==> config.mk <==
export PLATFORM = sky130hd
export DESIGN_NAME = mem_arbiter
export DESIGN_NICKNAME = d
export VERILOG_FILES = /design/src/rtl/mem_arbiter_pkg.sv /design/src/rtl/arb_burst_counter.sv /design/src/rtl/mem_arbiter.sv
export SDC_FILE = /design/constraint.sdc
export NUM_CORES = 1
export LEC_CHECK = 0
export ABC_AREA = 1
export BUFFER_PORTS_ARGS = -buffer_cell sky130_fd_sc_hd__buf_2
export CAP_MARGIN = 10
export CORE_MARGIN = 2
export CORE_UTILIZATION = 25
export CTS_CLUSTER_DIAMETER = 100
export DETAILED_ROUTE_END_ITERATION = 10
export PLACE_DENSITY = 0.54
export SLEW_MARGIN = 20
export SYNTH_ARGS = -nofsm -noshare
export SYNTH_HDL_FRONTEND = slang
export SYNTH_SLANG_ARGS = --single-unit
==> constraint.sdc <==
create_clock -name clk -period 2.75 [get_ports clk]
set_clock_uncertainty 0.1 [all_clocks]
set_input_delay 0.275 -clock clk [delete_from_list [all_inputs] [get_ports clk]]
set_output_delay 0.275 -clock clk [all_outputs]
set_load 0.05 [all_outputs]
==> src/rtl/mem_arbiter_pkg.sv <==
// mem_arbiter_pkg: shared sizes and FSM state type for the memory arbiter.
// Imported by mem_arbiter and arb_burst_counter.
package mem_arbiter_pkg;

  localparam int BLOCK_WORDS = 8;
  localparam int ADDR_W      = 16;
  localparam int OFF_W       = $clog2(BLOCK_WORDS);
  localparam int CNT_W       = OFF_W + 1;

  typedef enum logic [1:0] {
    IDLE,
    IC_FILL,
    DC_FILL,
    DC_WRITE
  } state_t;

endpackage

==> src/rtl/arb_burst_counter.sv <==
// arb_burst_counter: issue and receive word counters for one block burst.
// Ports: i_clk, i_rst (sync, high), i_clear, i_run (fill state),
//   i_data_valid, o_issue/o_recv (word index), o_issue_active, o_recv_last.
module arb_burst_counter
  import mem_arbiter_pkg::*;
(
  input  logic             i_clk,
  input  logic             i_rst,
  input  logic             i_clear,
  input  logic             i_run,
  input  logic             i_data_valid,
  output logic [OFF_W-1:0] o_issue,
  output logic [OFF_W-1:0] o_recv,
  output logic             o_issue_active,
  output logic             o_recv_last
);

  localparam logic [CNT_W-1:0] FULL = CNT_W'(BLOCK_WORDS);
  localparam logic [CNT_W-1:0] LAST = CNT_W'(BLOCK_WORDS - 1);

  logic [CNT_W-1:0] r_issue;
  logic [CNT_W-1:0] r_recv;
  logic             w_issue_inc;
  logic             w_recv_inc;

  assign o_issue_active = (r_issue < FULL);
  assign w_issue_inc    = i_run & o_issue_active;
  // receive count saturates: valids past the block size are ignored
  assign w_recv_inc     = i_run & i_data_valid & (r_recv < FULL);
  assign o_recv_last    = w_recv_inc & (r_recv == LAST);
  assign o_issue        = r_issue[OFF_W-1:0];
  assign o_recv         = r_recv[OFF_W-1:0];

  always_ff @(posedge i_clk) begin
    if (i_rst || i_clear) begin
      r_issue <= '0;
      r_recv  <= '0;
    end else begin
      if (w_issue_inc) r_issue <= r_issue + 1'b1;
      if (w_recv_inc)  r_recv  <= r_recv + 1'b1;
    end
  end

endmodule

==> src/rtl/mem_arbiter.sv <==
// mem_arbiter: grants main memory to I-cache fill or D-cache fill/write,
// sequences 8-word bursts and steers valid/done/fill_word to the owner.
// Ports: clk, rst (sync, high); ic_req/ic_addr -> ic_grant/valid/done;
//   dc_req/dc_wr/dc_addr/dc_wdata -> dc_grant/valid/done; fill_word;
//   mem_enable/mem_wr/mem_addr/mem_wdata, mem_data_valid.
// Option MEM_ARB_RR_EN: round-robin arbitration instead of D-cache first.
module mem_arbiter
  import mem_arbiter_pkg::*;
(
  input  logic              clk,
  input  logic              rst,
  input  logic              ic_req,
  input  logic [ADDR_W-1:0] ic_addr,
  output logic              ic_grant,
  output logic              ic_valid,
  output logic              ic_done,
  input  logic              dc_req,
  input  logic              dc_wr,
  input  logic [ADDR_W-1:0] dc_addr,
  input  logic [15:0]       dc_wdata,
  output logic              dc_grant,
  output logic              dc_valid,
  output logic              dc_done,
  output logic [OFF_W-1:0]  fill_word,
  output logic              mem_enable,
  output logic              mem_wr,
  output logic [ADDR_W-1:0] mem_addr,
  output logic [15:0]       mem_wdata,
  input  logic              mem_data_valid
);

  state_t            r_state;
  state_t            w_next;
  logic [ADDR_W-1:0] r_addr;
  logic [15:0]       r_wdata;
  logic              r_ic_done;
  logic              r_dc_done;
  logic              w_dc_win;
  logic              w_take;
  logic              w_ic_fill;
  logic              w_dc_fill;
  logic              w_fill;
  logic              w_write;
  logic              w_done_evt;
  logic [OFF_W-1:0]  w_issue;
  logic [OFF_W-1:0]  w_recv;
  logic              w_issue_active;
  logic              w_recv_last;

  assign w_ic_fill  = (r_state == IC_FILL);
  assign w_dc_fill  = (r_state == DC_FILL);
  assign w_write    = (r_state == DC_WRITE);
  assign w_fill     = w_ic_fill | w_dc_fill;
  assign w_done_evt = (w_fill & w_recv_last) | w_write;
  assign w_take     = (r_state == IDLE) & (ic_req | dc_req);

`ifdef MEM_ARB_RR_EN
  // set after a D-cache transaction: I-cache wins the next tie
  logic r_ic_prio;

  assign w_dc_win = dc_req & (~ic_req | ~r_ic_prio);

  always_ff @(posedge clk) begin
    if (rst) begin
      r_ic_prio <= 1'b0;
    end else if (w_done_evt) begin
      r_ic_prio <= ~w_ic_fill;
    end
  end
`else
  assign w_dc_win = dc_req;
`endif

  arb_burst_counter u_cnt (
    .i_clk          (clk),
    .i_rst          (rst),
    .i_clear        (r_state == IDLE),
    .i_run          (w_fill),
    .i_data_valid   (mem_data_valid),
    .o_issue        (w_issue),
    .o_recv         (w_recv),
    .o_issue_active (w_issue_active),
    .o_recv_last    (w_recv_last)
  );

  always_comb begin
    w_next = r_state;
    unique case (r_state)
      IDLE: begin
        if (w_dc_win)    w_next = dc_wr ? DC_WRITE : DC_FILL;
        else if (ic_req) w_next = IC_FILL;
      end
      IC_FILL,
      DC_FILL: begin
        if (w_recv_last) w_next = IDLE;
      end
      DC_WRITE: w_next = IDLE;
      default:  w_next = IDLE;
    endcase
  end

  always_ff @(posedge clk) begin
    if (rst) begin
      r_state   <= IDLE;
      r_addr    <= '0;
      r_wdata   <= '0;
      r_ic_done <= 1'b0;
      r_dc_done <= 1'b0;
    end else begin
      r_state   <= w_next;
      r_ic_done <= w_ic_fill & w_recv_last;
      r_dc_done <= (w_dc_fill & w_recv_last) | w_write;
      if (w_take) begin
        r_addr  <= w_dc_win ? dc_addr : ic_addr;
        r_wdata <= (w_dc_win & dc_wr) ? dc_wdata : '0;
      end
    end
  end

  assign ic_grant  = w_ic_fill;
  assign dc_grant  = w_dc_fill | w_write;
  assign ic_valid  = w_ic_fill & mem_data_valid;
  assign dc_valid  = w_dc_fill & mem_data_valid;
  assign ic_done   = r_ic_done;
  assign dc_done   = r_dc_done;
  assign fill_word = w_fill ? w_recv : '0;

  always_comb begin
    mem_enable = 1'b0;
    mem_wr     = 1'b0;
    mem_addr   = '0;
    mem_wdata  = '0;
    if (w_fill && w_issue_active) begin
      mem_enable = 1'b1;
      mem_addr   = {r_addr[ADDR_W-1:OFF_W+1], w_issue, 1'b0};
    end else if (w_write) begin
      mem_enable = 1'b1;
      mem_wr     = 1'b1;
      mem_addr   = r_addr;
      mem_wdata  = r_wdata;
    end
  end

endmodule

Yosys cells after proc, flatten, opt, wreduce, memory -nomap -nowiden. Index checks and enable logic that the tools add are counted.

Add/subtract/negate cells: 2. Multipliers: 0. Divide/modulo/power cells: 0. Magnitude comparators: 2. Equal/unequal tests: 6. Shift operators: 0. Mux-type cells: 15. Bitwise gates (word level): 14. Reductions and logical operators: 5.

Operator list (count): 16-bit 2-to-1 mux (6); 1-bit bitwise AND (10); 4-bit by 1-bit adder with 4-bit output (second input constant) (2); 4-bit < comparator (second input constant) (2); 2-bit 2-to-1 mux (3); 2-bit case mux with 3 select lines (1); 2-bit equality test (second input constant) (2); 4-bit by 3-bit equality test with 1-bit output (second input constant) (1); 1-bit 2-to-1 mux (4); 1-bit OR (4); 3-bit 2-to-1 mux (1); 3-bit inequality test (second input constant) (1); 2-bit by 1-bit equality test with 1-bit output (second input constant) (1); 2-bit logical NOT (1); 2-bit inequality test (second input constant) (1); 2-bit AND reduction (1); 2-bit OR reduction (1); 1-bit logical AND (1); 1-bit logical OR (1).

Bits in registers: 44. Latch bits: 0. RAM bits: 0. ROM bits: 0. Bits of input ports: 54. Output and inout port bits: 43. Logic and storage cells: 51. Memories: 0.

Longest topological paths before layout. Gate-level depths: netlist (run 1).

Depth after elaboration: 7. Depth in mapped cells: 10. Depth with buffers taken out: 10.

Modules after synthesis. Synthesis (run 1) repeated with hierarchy kept, for this count alone.

Cell total of the unflattened synthesis: 411. Area, all modules: 2571.2 µm².

By module, submodules not included: mem_arbiter (instances 1, cells an instance 349, area each 2138.3 µm², sequential area each 720.7 µm²); arb_burst_counter (instances 1, cells an instance 62, area each 432.9 µm², sequential area each 160.2 µm²).

Worst setup path after synthesis (run 1). Ideal clock, no wire load.

Kind: flip-flop to output port. Start: reg r_state[1]. End: out mem_addr[1]. Arrival time: 2.031 ns. Required time: 2.375 ns. Setup slack: 0.344 ns. Cell stages (with the launch flop): 5. Path buffers: 0. Cells stage by stage: dfxtp_1 > inv_1 > ha_1 > nand2_1 > o21ai_0.

Word-level cells in the longest chain between the ends: 4. Elaborated cells on any way between the ends: 7. Classes of those cells: eq/ne (3); mux (2); bitwise (1); reduce/logical (1).

RTL lines: from (decl) (RTL line mem_arbiter.sv:32) `state_t r_state;`; from (signal assigned) (RTL line mem_arbiter.sv:110) `r_state <= w_next;`; 2-bit by 1-bit equality test with 1-bit output / 2-bit equality test (equally long branches) (RTL line mem_arbiter.sv:50, mem_arbiter.sv:51); 1-bit OR (RTL line mem_arbiter.sv:53) `assign w_fill = w_ic_fill | w_dc_fill;`; 1-bit logical AND (RTL line mem_arbiter.sv:133) `if (w_fill && w_issue_active) begin`; 16-bit 2-to-1 mux * (RTL line mem_arbiter.sv:133); to (decl) (RTL line mem_arbiter.sv:27) `output logic [ADDR_W-1:0] mem_addr,`.

Mark *: on every way between the ends. The rest lies on a longest branch, timed or not.

Worst setup path after layout (run 1).
Start: reg r_state[1]. End: out mem_addr[2].

The elaborated chain is that of the path after synthesis.

==> out/results.ini, run 1 <==
[status]
outcome=completed

[drt]
viasPerCell=4.46
via_count=2332
wirelength_mm=6.19
dr.pass1.iters=5
drc=0
ant_nets=0
drtIter0Drc=90
wl_per_cell_um=11.8

[timing]
worst_slew_pin_slew_ns=0.723
setup_viol=0
hold_viol_final=0
rsz0062_at_grt=no
finalSetupTns_ns=0
period_needed_ns=2.52
finalMaxSlewViolations=0
slew_headroom=0.517
fin_crit_sh=0.915
fmax_ghz=0.397
finalWorstSetupSlack_ns=0.233
hold_ws_ns=0.134

[synthesis]
synth_area_leaders=dfxtp_1, nand2_1, nor2_1
ys_top_cells_by_count=nand2_1, dfxtp_1, nor2_1
netlist_area_mm2=0.00219
postSynthAreaPerCell_um2=6.73
synth-edff-count=0
yosys_most_used_dff=dfxtp_1
syn-num-nets=387
synthDistinctLibCells=20
ys_async_sr_fraction=0
ys_warn_count=0
synth_cells=326
yosysSeqAreaShare=0.401
synth_top_cell_area_share=0.401
synth_most_common_cell=nand2_1
ys_ff_latch=44
yosysTopAreaCell=dfxtp_1

[placed_design]
pre_cts_ws_ns=0.547
io_buffers=96
gp_congestion=0.783
dpl.hpwl_mm=4.35

[floorplanning]
io-pin-count=97
die_y_um=97.7
initial_core_util=0.254
die_area_mm2=0.00954
die_w_um=97.7
fp-row-count=34
core_area_mm2=0.00864

[power_and_ir_drop]
power_density_mw_per_mm2=889
clockPowerShare=0.208
seqPwrFrac=0.330
pwr-share-comb=0.461
leakage_nw=1.40
p_int_mw=1.36
ir_drop_mv=0.494
swShare=0.464
p_sw_mw=1.18

[global_route]
grt_pass1_wl_mm=10.4
grt_max_degree=49
track_usage=0.133
grt_pass1_vias=2187
antenna_found_initial=0
grt-ovfl-total=0

[setup_path]
end_kind=output pin
worstSetupPathType=flip-flop to output pin
r2r_cells=6
cp-start-kind=flip-flop
reg2reg_from=r_state[0]
cp.arrival_ns=2.14
crit_path_max_fanout=21
critPathRequiredTime_ns=2.38
reg2reg_setup_slack_ns=0.71
r2r_end=r_addr[2]

[cells_and_area]
nFillCells=968
drive_above_1_share=0.270
layout.nets=475
diodes=0
area_delta_synth_final_pct=29.8

[clock_tree]
path_clk_slew_ns=0.09
cts_tree=built
postCtsResizedCells=0
root_buffer=clkbuf_8
htree_levels=2
clock_latency_ns=0.29
cts_sinks=44
numCtsBuffers=5
ctsHoldBuffers=0
postCtsSetupBuffers=0
cts_buffer_depth=2

[hold_path]
timing.hold.worst.class=input pin to flip-flop
worst_hold_startpoint=ic_addr[12]
min_to=r_addr[12]
whs_path_depth=3

[flow_run]
max_cap_viol_count=0

-- state kept, by name (all words and copies together) (netlist names) --
name	count
r_addr	16
r_wdata	16
u_cnt.r_issue	4
u_cnt.r_recv	4
r_state	2
dc_done	1
ic_done	1
-- how the worst max path moves through the flow --
stage	start	endpoint	depth (start not counted)
6_report	r_state[1]	mem_addr[2]	7
5_1_grt	r_state[0]	mem_addr[2]	7
4_1_cts	r_state[0]	mem_addr[2]	7
3_5_place_dp	r_state[0]	mem_addr[2]	7
3_3_place_gp	r_state[1]	mem_addr[2]	7
2_1_floorplan	r_state[1]	mem_addr[1]	4
-- placed cells by master, fill, tap and decap left out --
cell / instances
buf_2: 96
nand2_1: 90
dfxtp_1: 44
nor2_1: 40
inv_1: 35
o21ai_0: 23
a21oi_1: 23
nand3_1: 21
a31oi_1: 16
ha_1: 7
clkbuf_8: 6
buf_4: 4
inv_2: 2
a22o_1: 1
or2_2: 1
o21ai_4: 1
nor3b_1: 1
o21a_1: 1
nor3_1: 1
clkinv_4: 1
bufinv_16: 1
-- cells by family after synthesis --
logic type,after synthesis,synth area share
adders and majority gates,7,0.0399
buffers and inverters,56,0.115
DFF,44,0.401
AOI/OAI and AO/OA,65,0.165
and+or+nand+nor,154,0.279
-- critical path, cell delays in order, from the launching register on --
cell and delay, ns:
dfxtp_1 0.38, inv_1 0.09, ha_1 0.38, nand2_1 0.18, inv_1 0.12, buf_4 0.25, a22o_1 0.18, buf_2 0.26
-- routing by layer --
layer,global-route usage,part of all wire,vias up
li1,-,-,1211
met1,0.162,0.46,1035
met2,0.233,0.47,80
met3,0.0360,0.066,6
met4,0.0321,0.0084,0
met5,0,0,-
-- through the flow --
step | std cells | util | power [mW] | cell area, um^2
after floorplan | 326 | - | 1.78 | 2190
after global placement | 515 | 0.316 | 2.02 | 2730
after detailed placement | 515 | 0.316 | 2.03 | 2730
after CTS | 523 | 0.330 | 2.57 | 2850
after global routing | 523 | 0.330 | 2.73 | 2850
final | 523 | 0.330 | 2.53 | 2850
-- power groups by stage --
stage	Sequential [mW]	Combinational [mW]	Clock [mW]
after global placement	0.849	1.17	0
after CTS	0.838	1.18	0.551
after global routing	0.852	1.30	0.577
final	0.837	1.17	0.528
after detailed placement	0.851	1.18	0
after floorplan	0.830	0.950	0
-- layout make-up --
| class | instances | area [um^2] | area share |
|---|---|---|---|
| clock inverters | 2 | 38.8 | 0.0136 |
| multi-input cells | 226 | 1060 | 0.373 |
| flip-flops and latches | 44 | 881 | 0.309 |
| well taps | 108 | 135 | 0.0474 |
| repair buffers | 100 | 510 | 0.179 |
| inverters | 37 | 139 | 0.0487 |
| clock buffers | 6 | 82.6 | 0.0290 |
(Power assumes the default switching activity.)
==> run 2: changes to the inputs <==
CORE_UTILIZATION = 51   (was 25)
PLACE_DENSITY = 0.91   (was 0.54)
==> run 2 against run 1 <==
Effect of this change:
- global-route usage up 9.3 points
- power down 4.4%
- critical endpoint is now mem_addr[6]
- combinational power about the same
- core utilization up 35 points
- first-iteration DRC count up 48%
- critical path type unchanged
==> out/results.ini, run 2 (synthesis gave the netlist of run 1 again) <==
[placed_design]
dpl.hpwl_mm=3.80  ; was 4.35 mm
placed_cells=456  ; was 515
gp_congestion=0.823  ; was 0.783
pre_cts_ws_ns=0.382  ; was 0.547 ns
placed_cell_area_mm2=0.00265  ; was 0.00273 mm^2
io_buffers=96  ; unchanged

[floorplanning]
core_area_mm2=0.00406  ; was 0.00864 mm^2
fp-row-count=23  ; was 34
die_area_mm2=0.00484  ; was 0.00954 mm^2
initial_core_util=0.541  ; was 0.254
die_w_um=69.6  ; was 97.7 um
die_y_um=69.6  ; was 97.7 um
io-pin-count=97  ; unchanged

[timing]
period_needed_ns=2.56  ; was 2.52 ns
hold_viol_final=0  ; unchanged
fmax_ghz=0.390  ; was 0.397 GHz
finalMaxSlewViolations=0  ; unchanged
finalSetupTns_ns=0  ; unchanged
fin_crit_sh=0.932  ; was 0.915
hold_ws_ns=0.135  ; was 0.134 ns
worst_slew_pin_slew_ns=0.663  ; was 0.723 ns
finalWorstSetupSlack_ns=0.188  ; was 0.233 ns
setup_viol=0  ; unchanged
slew_headroom=0.557  ; was 0.517

[cells_and_area]
diodes=0  ; unchanged
top_regs=r_addr x16, r_wdata x16  ; unchanged
fin_cells=464  ; was 523
drive_above_1_share=0.271  ; was 0.270
final_cell_mix=buf_2, nand2_1, dfxtp_1  ; unchanged
area_delta_synth_final_pct=25.2  ; was 29.8%
layout.nets=474  ; was 475
final_area_mm2=0.00275  ; was 0.00285 mm^2
final_common_cell=buf_2  ; unchanged
final_util=0.677  ; was 0.330

[setup_path]
crit_path_max_fanout=13  ; was 21
cp.arrival_ns=2.19  ; was 2.14 ns
reg2reg_setup_slack_ns=0.79  ; was 0.71 ns
crit_top_cell=nor2_1  ; was inv_1
crit_chain=inv_1 > ha_1 > nand2_1 > inv_4 > nor2_1 > buf_4 > nor2_1 > buf_2  ; was inv_1 > ha_1 > nand2_1 > inv_1 > buf_4 > a22o_1 > buf_2
worst-path-buf-inv=4  ; unchanged
cp-start-kind=flip-flop  ; unchanged
crit_family=buffers and inverters  ; unchanged
worstSetupPathType=flip-flop to output pin  ; unchanged
critPathCapture=mem_addr[6]  ; was mem_addr[2]
reg2reg_from=r_state[0]  ; unchanged
crit_start=r_state[1]  ; unchanged
crit_slowest_cell=ha_1  ; was dfxtp_1
end_kind=output pin  ; unchanged
slowest_delay_ns=0.39  ; was 0.38 ns
critPathRequiredTime_ns=2.38  ; about the same
r2r_end=r_addr[10]  ; was r_addr[2]
r2r_cells=6  ; unchanged
cp.depth=8  ; was 7

[clock_tree]
htree_levels=2  ; unchanged
cts_sinks=44  ; unchanged
clock_latency_ns=0.30  ; was 0.29 ns
cts_buffer_depth=2  ; unchanged
ctsHoldBuffers=0  ; unchanged
numCtsBuffers=5  ; unchanged
root_buffer=clkbuf_8  ; unchanged
postCtsSetupBuffers=0  ; unchanged
cts_tree=built  ; unchanged
path_clk_slew_ns=0.09  ; about the same

[power_and_ir_drop]
power_density_mw_per_mm2=881  ; was 889 mW/mm^2
leakage_nw=1.38  ; was 1.40 nW
p_int_mw=1.26  ; was 1.36 mW
seqPwrFrac=0.345  ; was 0.330
swShare=0.478  ; was 0.464
ir_drop_mv=0.511  ; was 0.494 mV
clockPowerShare=0.177  ; was 0.208
p_sw_mw=1.16  ; was 1.18 mW
total_power_mw=2.42  ; was 2.53 mW
pwr-share-comb=0.478  ; was 0.461

[global_route]
antenna_found_initial=0  ; unchanged
track_usage=0.226  ; was 0.133
grt_pass1_wl_mm=9.00  ; was 10.4 mm
grt-ovfl-total=0  ; unchanged
grt_max_degree=49  ; unchanged
grt_pass1_vias=2050  ; was 2187

[drt]
via_count=2286  ; was 2332
drc=0  ; unchanged
ant_nets=0  ; unchanged
wl_per_cell_um=11.6  ; was 11.8 um
drtIter0Drc=133  ; was 90
viasPerCell=4.93  ; was 4.46
wirelength_mm=5.37  ; was 6.19 mm
dr.pass1.iters=4  ; was 5

[hold_path]
timing.hold.worst.class=input pin to flip-flop  ; unchanged
whs_path_depth=3  ; unchanged

[flow_run]
max_cap_viol_count=0  ; unchanged

[status]
outcome=completed  ; unchanged

[run 2: final cells by class]
class	count	area (um^2)
Clock buffer	6	82.6
Sequential cell	44	881
Timing Repair Buffer	99	503
Fill cell	363	1310
Clock inverter	2	15.0
Multi-Input combinational cell	226	1060
Tap cell	50	62.6
Inverter	37	141
[run 2: how the worst min path moves through the flow]
stage	from	to	slack, ns
6_report	dc_wdata[14]	r_wdata[14]	0.13
5_1_grt	dc_wdata[3]	r_wdata[3]	0.12
3_3_place_gp	r_wdata[1]	r_wdata[1]	0.35
4_1_cts	ic_addr[7]	r_addr[7]	0.13
2_1_floorplan	ic_addr[0]	r_addr[0]	0.33
3_5_place_dp	r_wdata[5]	r_wdata[5]	0.36
[run 2: power by group through the flow]
stage	Sequential, mW	Clock (mW)	Combinational [mW]
after CTS	0.836	0.436	1.16
after global routing	0.853	0.467	1.27
final	0.836	0.428	1.16
after global placement	0.844	0	1.13
after floorplan	0.830	0	0.950
after detailed placement	0.846	0	1.15
[run 2: per-layer routing]
layer,global-route usage,vias to the layer above,part of all wire,routed length (um)
met3,0.0552,6,0.065,351
met1,0.281,989,0.45,2410
li1,-,1211,-,-
met2,0.380,80,0.47,2540
met5,0,-,0,0
met4,0.0784,0,0.012,64
[run 2: worst register-to-register path, stage by stage (launching register included)]
cell,delay (ns)
dfxtp_1,0.34
inv_1,0.13
ha_1,0.26
o21ai_4,0.18
inv_2,0.55
o21ai_0,0.18
a31oi_1,0.17
[run 2: timing repair]
| action | CTS | global route |
|---|---|---|
| endpoints found under the hold margin | 0 | 0 |
| setup endpoints to repair | 0 | 14 |
| resized for setup | 0 | 2 |
==> run 3: changes to the inputs <==
BUFFER_PORTS_ARGS = unset   (was -buffer_cell sky130_fd_sc_hd__buf_2)
CORE_UTILIZATION = 65   (was 51)
DONT_BUFFER_PORTS = 1   (was unset)
PLACE_DENSITY = 0.87   (was 0.91)
==> run 3 against run 2 <==
Effect of this change:
- sequential cell count did not move
- wire length increased by 41%
- clock power decreased by 21%
- core utilization increased by 23 points
- global-route usage increased by 18 points
- fmax is 5.2% lower
- worst setup slack worse by 0.14 ns
- worst hold slack got worse by 0.13 ns
- sequential share of layout area shrank 2.4 points
- power increased by 5.6%
- combinational power grew 18%
- highest routed layer unchanged
==> out/results.ini, run 3 (synthesis gave the netlist of run 1 again) <==
[global_route]
grt_pass1_wl_mm=12.1  ; was 9.00 mm
grt-ovfl-total=0  ; unchanged
track_usage=0.401  ; was 0.226
grt_max_degree=49  ; unchanged
antenna_found_initial=0  ; unchanged
grt_pass1_vias=2607  ; was 2050

[cells_and_area]
diodes=0  ; unchanged
final_cell_mix=nand2_1, dlygate4sd3_1, dfxtp_1  ; was buf_2, nand2_1, dfxtp_1
layout.nets=460  ; was 474
final_common_cell=nand2_1  ; was buf_2
drive_above_1_share=0.123  ; was 0.271
final_area_mm2=0.00297  ; was 0.00275 mm^2
top_regs=r_addr x16, r_wdata x16  ; unchanged
area_delta_synth_final_pct=35.2  ; was 25.2%

[timing]
fmax_ghz=0.370  ; was 0.390 GHz
finalMaxSlewViolations=0  ; unchanged
rsz0062_at_grt=no
hold_viol_final=0  ; unchanged
slew_headroom=0.455  ; was 0.557
fin_crit_sh=0.983  ; was 0.932
period_needed_ns=2.70  ; was 2.56 ns
finalSetupTns_ns=0  ; unchanged
worst_slew_pin_slew_ns=0.817  ; was 0.663 ns
setup_viol=0  ; unchanged

[power_and_ir_drop]
p_int_mw=1.31  ; was 1.26 mW
leakage_nw=1.34  ; was 1.38 nW
seqPwrFrac=0.333  ; was 0.345
power_density_mw_per_mm2=862  ; was 881 mW/mm^2
pwr-share-comb=0.535  ; was 0.478
p_sw_mw=1.25  ; was 1.16 mW
ir_drop_mv=0.645  ; was 0.511 mV
clockPowerShare=0.132  ; was 0.177
swShare=0.489  ; was 0.478

[hold_path]
worst_hold_startpoint=dc_wdata[14]  ; unchanged
timing.hold.worst.class=input pin to flip-flop  ; unchanged
whs_path_depth=2  ; was 3
min_to=r_wdata[14]  ; unchanged

[floorplanning]
fp-row-count=21  ; was 23
die_y_um=62.1  ; was 69.6 um
die_w_um=62.1  ; was 69.6 um
die_area_mm2=0.00386  ; was 0.00484 mm^2
io-pin-count=97  ; unchanged
initial_core_util=0.668  ; was 0.541
core_area_mm2=0.00328  ; was 0.00406 mm^2

[setup_path]
crit_slowest_cell=ha_1  ; unchanged
crit_chain=inv_1 > ha_1 > nand2_2 > inv_1 > nor2_1 > buf_4 > nor2_1 > buf_4  ; was inv_1 > ha_1 > nand2_1 > inv_4 > nor2_1 > buf_4 > nor2_1 > buf_2
worstSetupPathType=flip-flop to output pin  ; unchanged
end_kind=output pin  ; unchanged
r2r_cells=7  ; was 6
cp.arrival_ns=2.33  ; was 2.19 ns
cp-start-kind=flip-flop  ; unchanged
reg2reg_setup_slack_ns=0.21  ; was 0.79 ns
critPathRequiredTime_ns=2.38  ; about the same
r2r_end=r_addr[15]  ; was r_addr[10]
reg2reg_from=r_state[0]  ; unchanged
crit_path_max_fanout=13  ; unchanged
slowest_delay_ns=0.43  ; was 0.39 ns

[placed_design]
dpl.hpwl_mm=3.60  ; was 3.80 mm
gp_congestion=0.816  ; was 0.823
placed_cell_area_mm2=0.00241  ; was 0.00265 mm^2
io_buffers=0  ; was 96

[drt]
drtIter0Drc=292  ; was 133
wl_per_cell_um=17.0  ; was 11.6 um
viasPerCell=5.76  ; was 4.93
via_count=2567  ; was 2286
ant_nets=0  ; unchanged
drc=0  ; unchanged
wirelength_mm=7.56  ; was 5.37 mm
dr.pass1.iters=6  ; was 4

[clock_tree]
numCtsBuffers=5  ; unchanged
path_clk_slew_ns=0.13  ; was 0.09 ns
cts_sinks=44  ; unchanged
htree_levels=2  ; unchanged
root_buffer=clkbuf_4  ; was clkbuf_8
cts_tree=built  ; unchanged
clock_latency_ns=0.36  ; was 0.30 ns
cts_buffer_depth=2  ; unchanged

[flow_run]
max_cap_viol_count=0  ; unchanged

[status]
outcome=completed  ; unchanged

run 3: repair_timing:
item                                    4_1_cts  5_1_grt
buffers inserted                              0        0
endpoints found under the hold margin        32        0
hold buffers                                 49        0
gates resized for setup                       0        3
endpoints found under the setup margin        0       22
run 3: how the worst max path moves through the flow:
stage	from	endpoint	slack (ns)
5_1_grt	r_state[1]	mem_addr[15]	0.009
2_1_floorplan	r_state[1]	mem_addr[1]	0.34
3_3_place_gp	r_state[0]	mem_addr[2]	0.61
4_1_cts	r_state[0]	mem_addr[2]	0.12
3_5_place_dp	r_state[0]	mem_addr[2]	0.53
6_report	r_state[0]	mem_addr[15]	0.05
run 3: per-layer routing:
layer	GRT usage	part of all wire	routed length, um
met3	0.109	0.078	591
met2	0.731	0.53	3980
met1	0.400	0.35	2620
met4	0.261	0.049	367
met5	0	0	0
run 3: power groups by stage:
stage | clock (mW) | combinational [mW] | sequential (mW)
2_1_floorplan | 0 | 0.950 | 0.830
3_3_place_gp | 0 | 1.11 | 0.842
3_5_place_dp | 0 | 1.13 | 0.846
4_1_cts | 0.327 | 1.28 | 0.832
5_1_grt | 0.372 | 1.45 | 0.858
6_report | 0.338 | 1.37 | 0.851
run 3: layout make-up:
class | count | area (um^2)
clock buffers | 6 | 51.3
multi-input cells | 226 | 1060
well taps | 46 | 57.6
clock inverters | 2 | 10.0
repair buffers | 85 | 761
flip-flops and latches | 44 | 881
fillers | 142 | 318
inverters | 37 | 141
run 3: worst max-delay path: cells and delay by family (launching register included):
kind	cells	cell delay (ns)
buffers and inverters	4	0.75
adder cells (fa/ha/maj)	1	0.43
flip-flops	1	0.42
AND/OR/NAND/NOR	3	0.38
run 3: stage by stage:
| stage | setup WS (ns) | hold slack, ns | util | power (mW) | instances |
|---|---|---|---|---|---|
| final | 0.0466 | 0.00193 | 0.903 | 2.56 | 446 |
| after global routing | 0.00886 | 0.000222 | 0.903 | 2.68 | 446 |
| after CTS | 0.121 | 0.00104 | 0.902 | 2.44 | 446 |
| after detailed placement | 0.535 | 0.249 | 0.734 | 1.98 | 389 |
| after global placement | 0.613 | 0.247 | 0.734 | 1.95 | 389 |
| after floorplan | 0.344 | 0.334 | - | 1.78 | 326 |
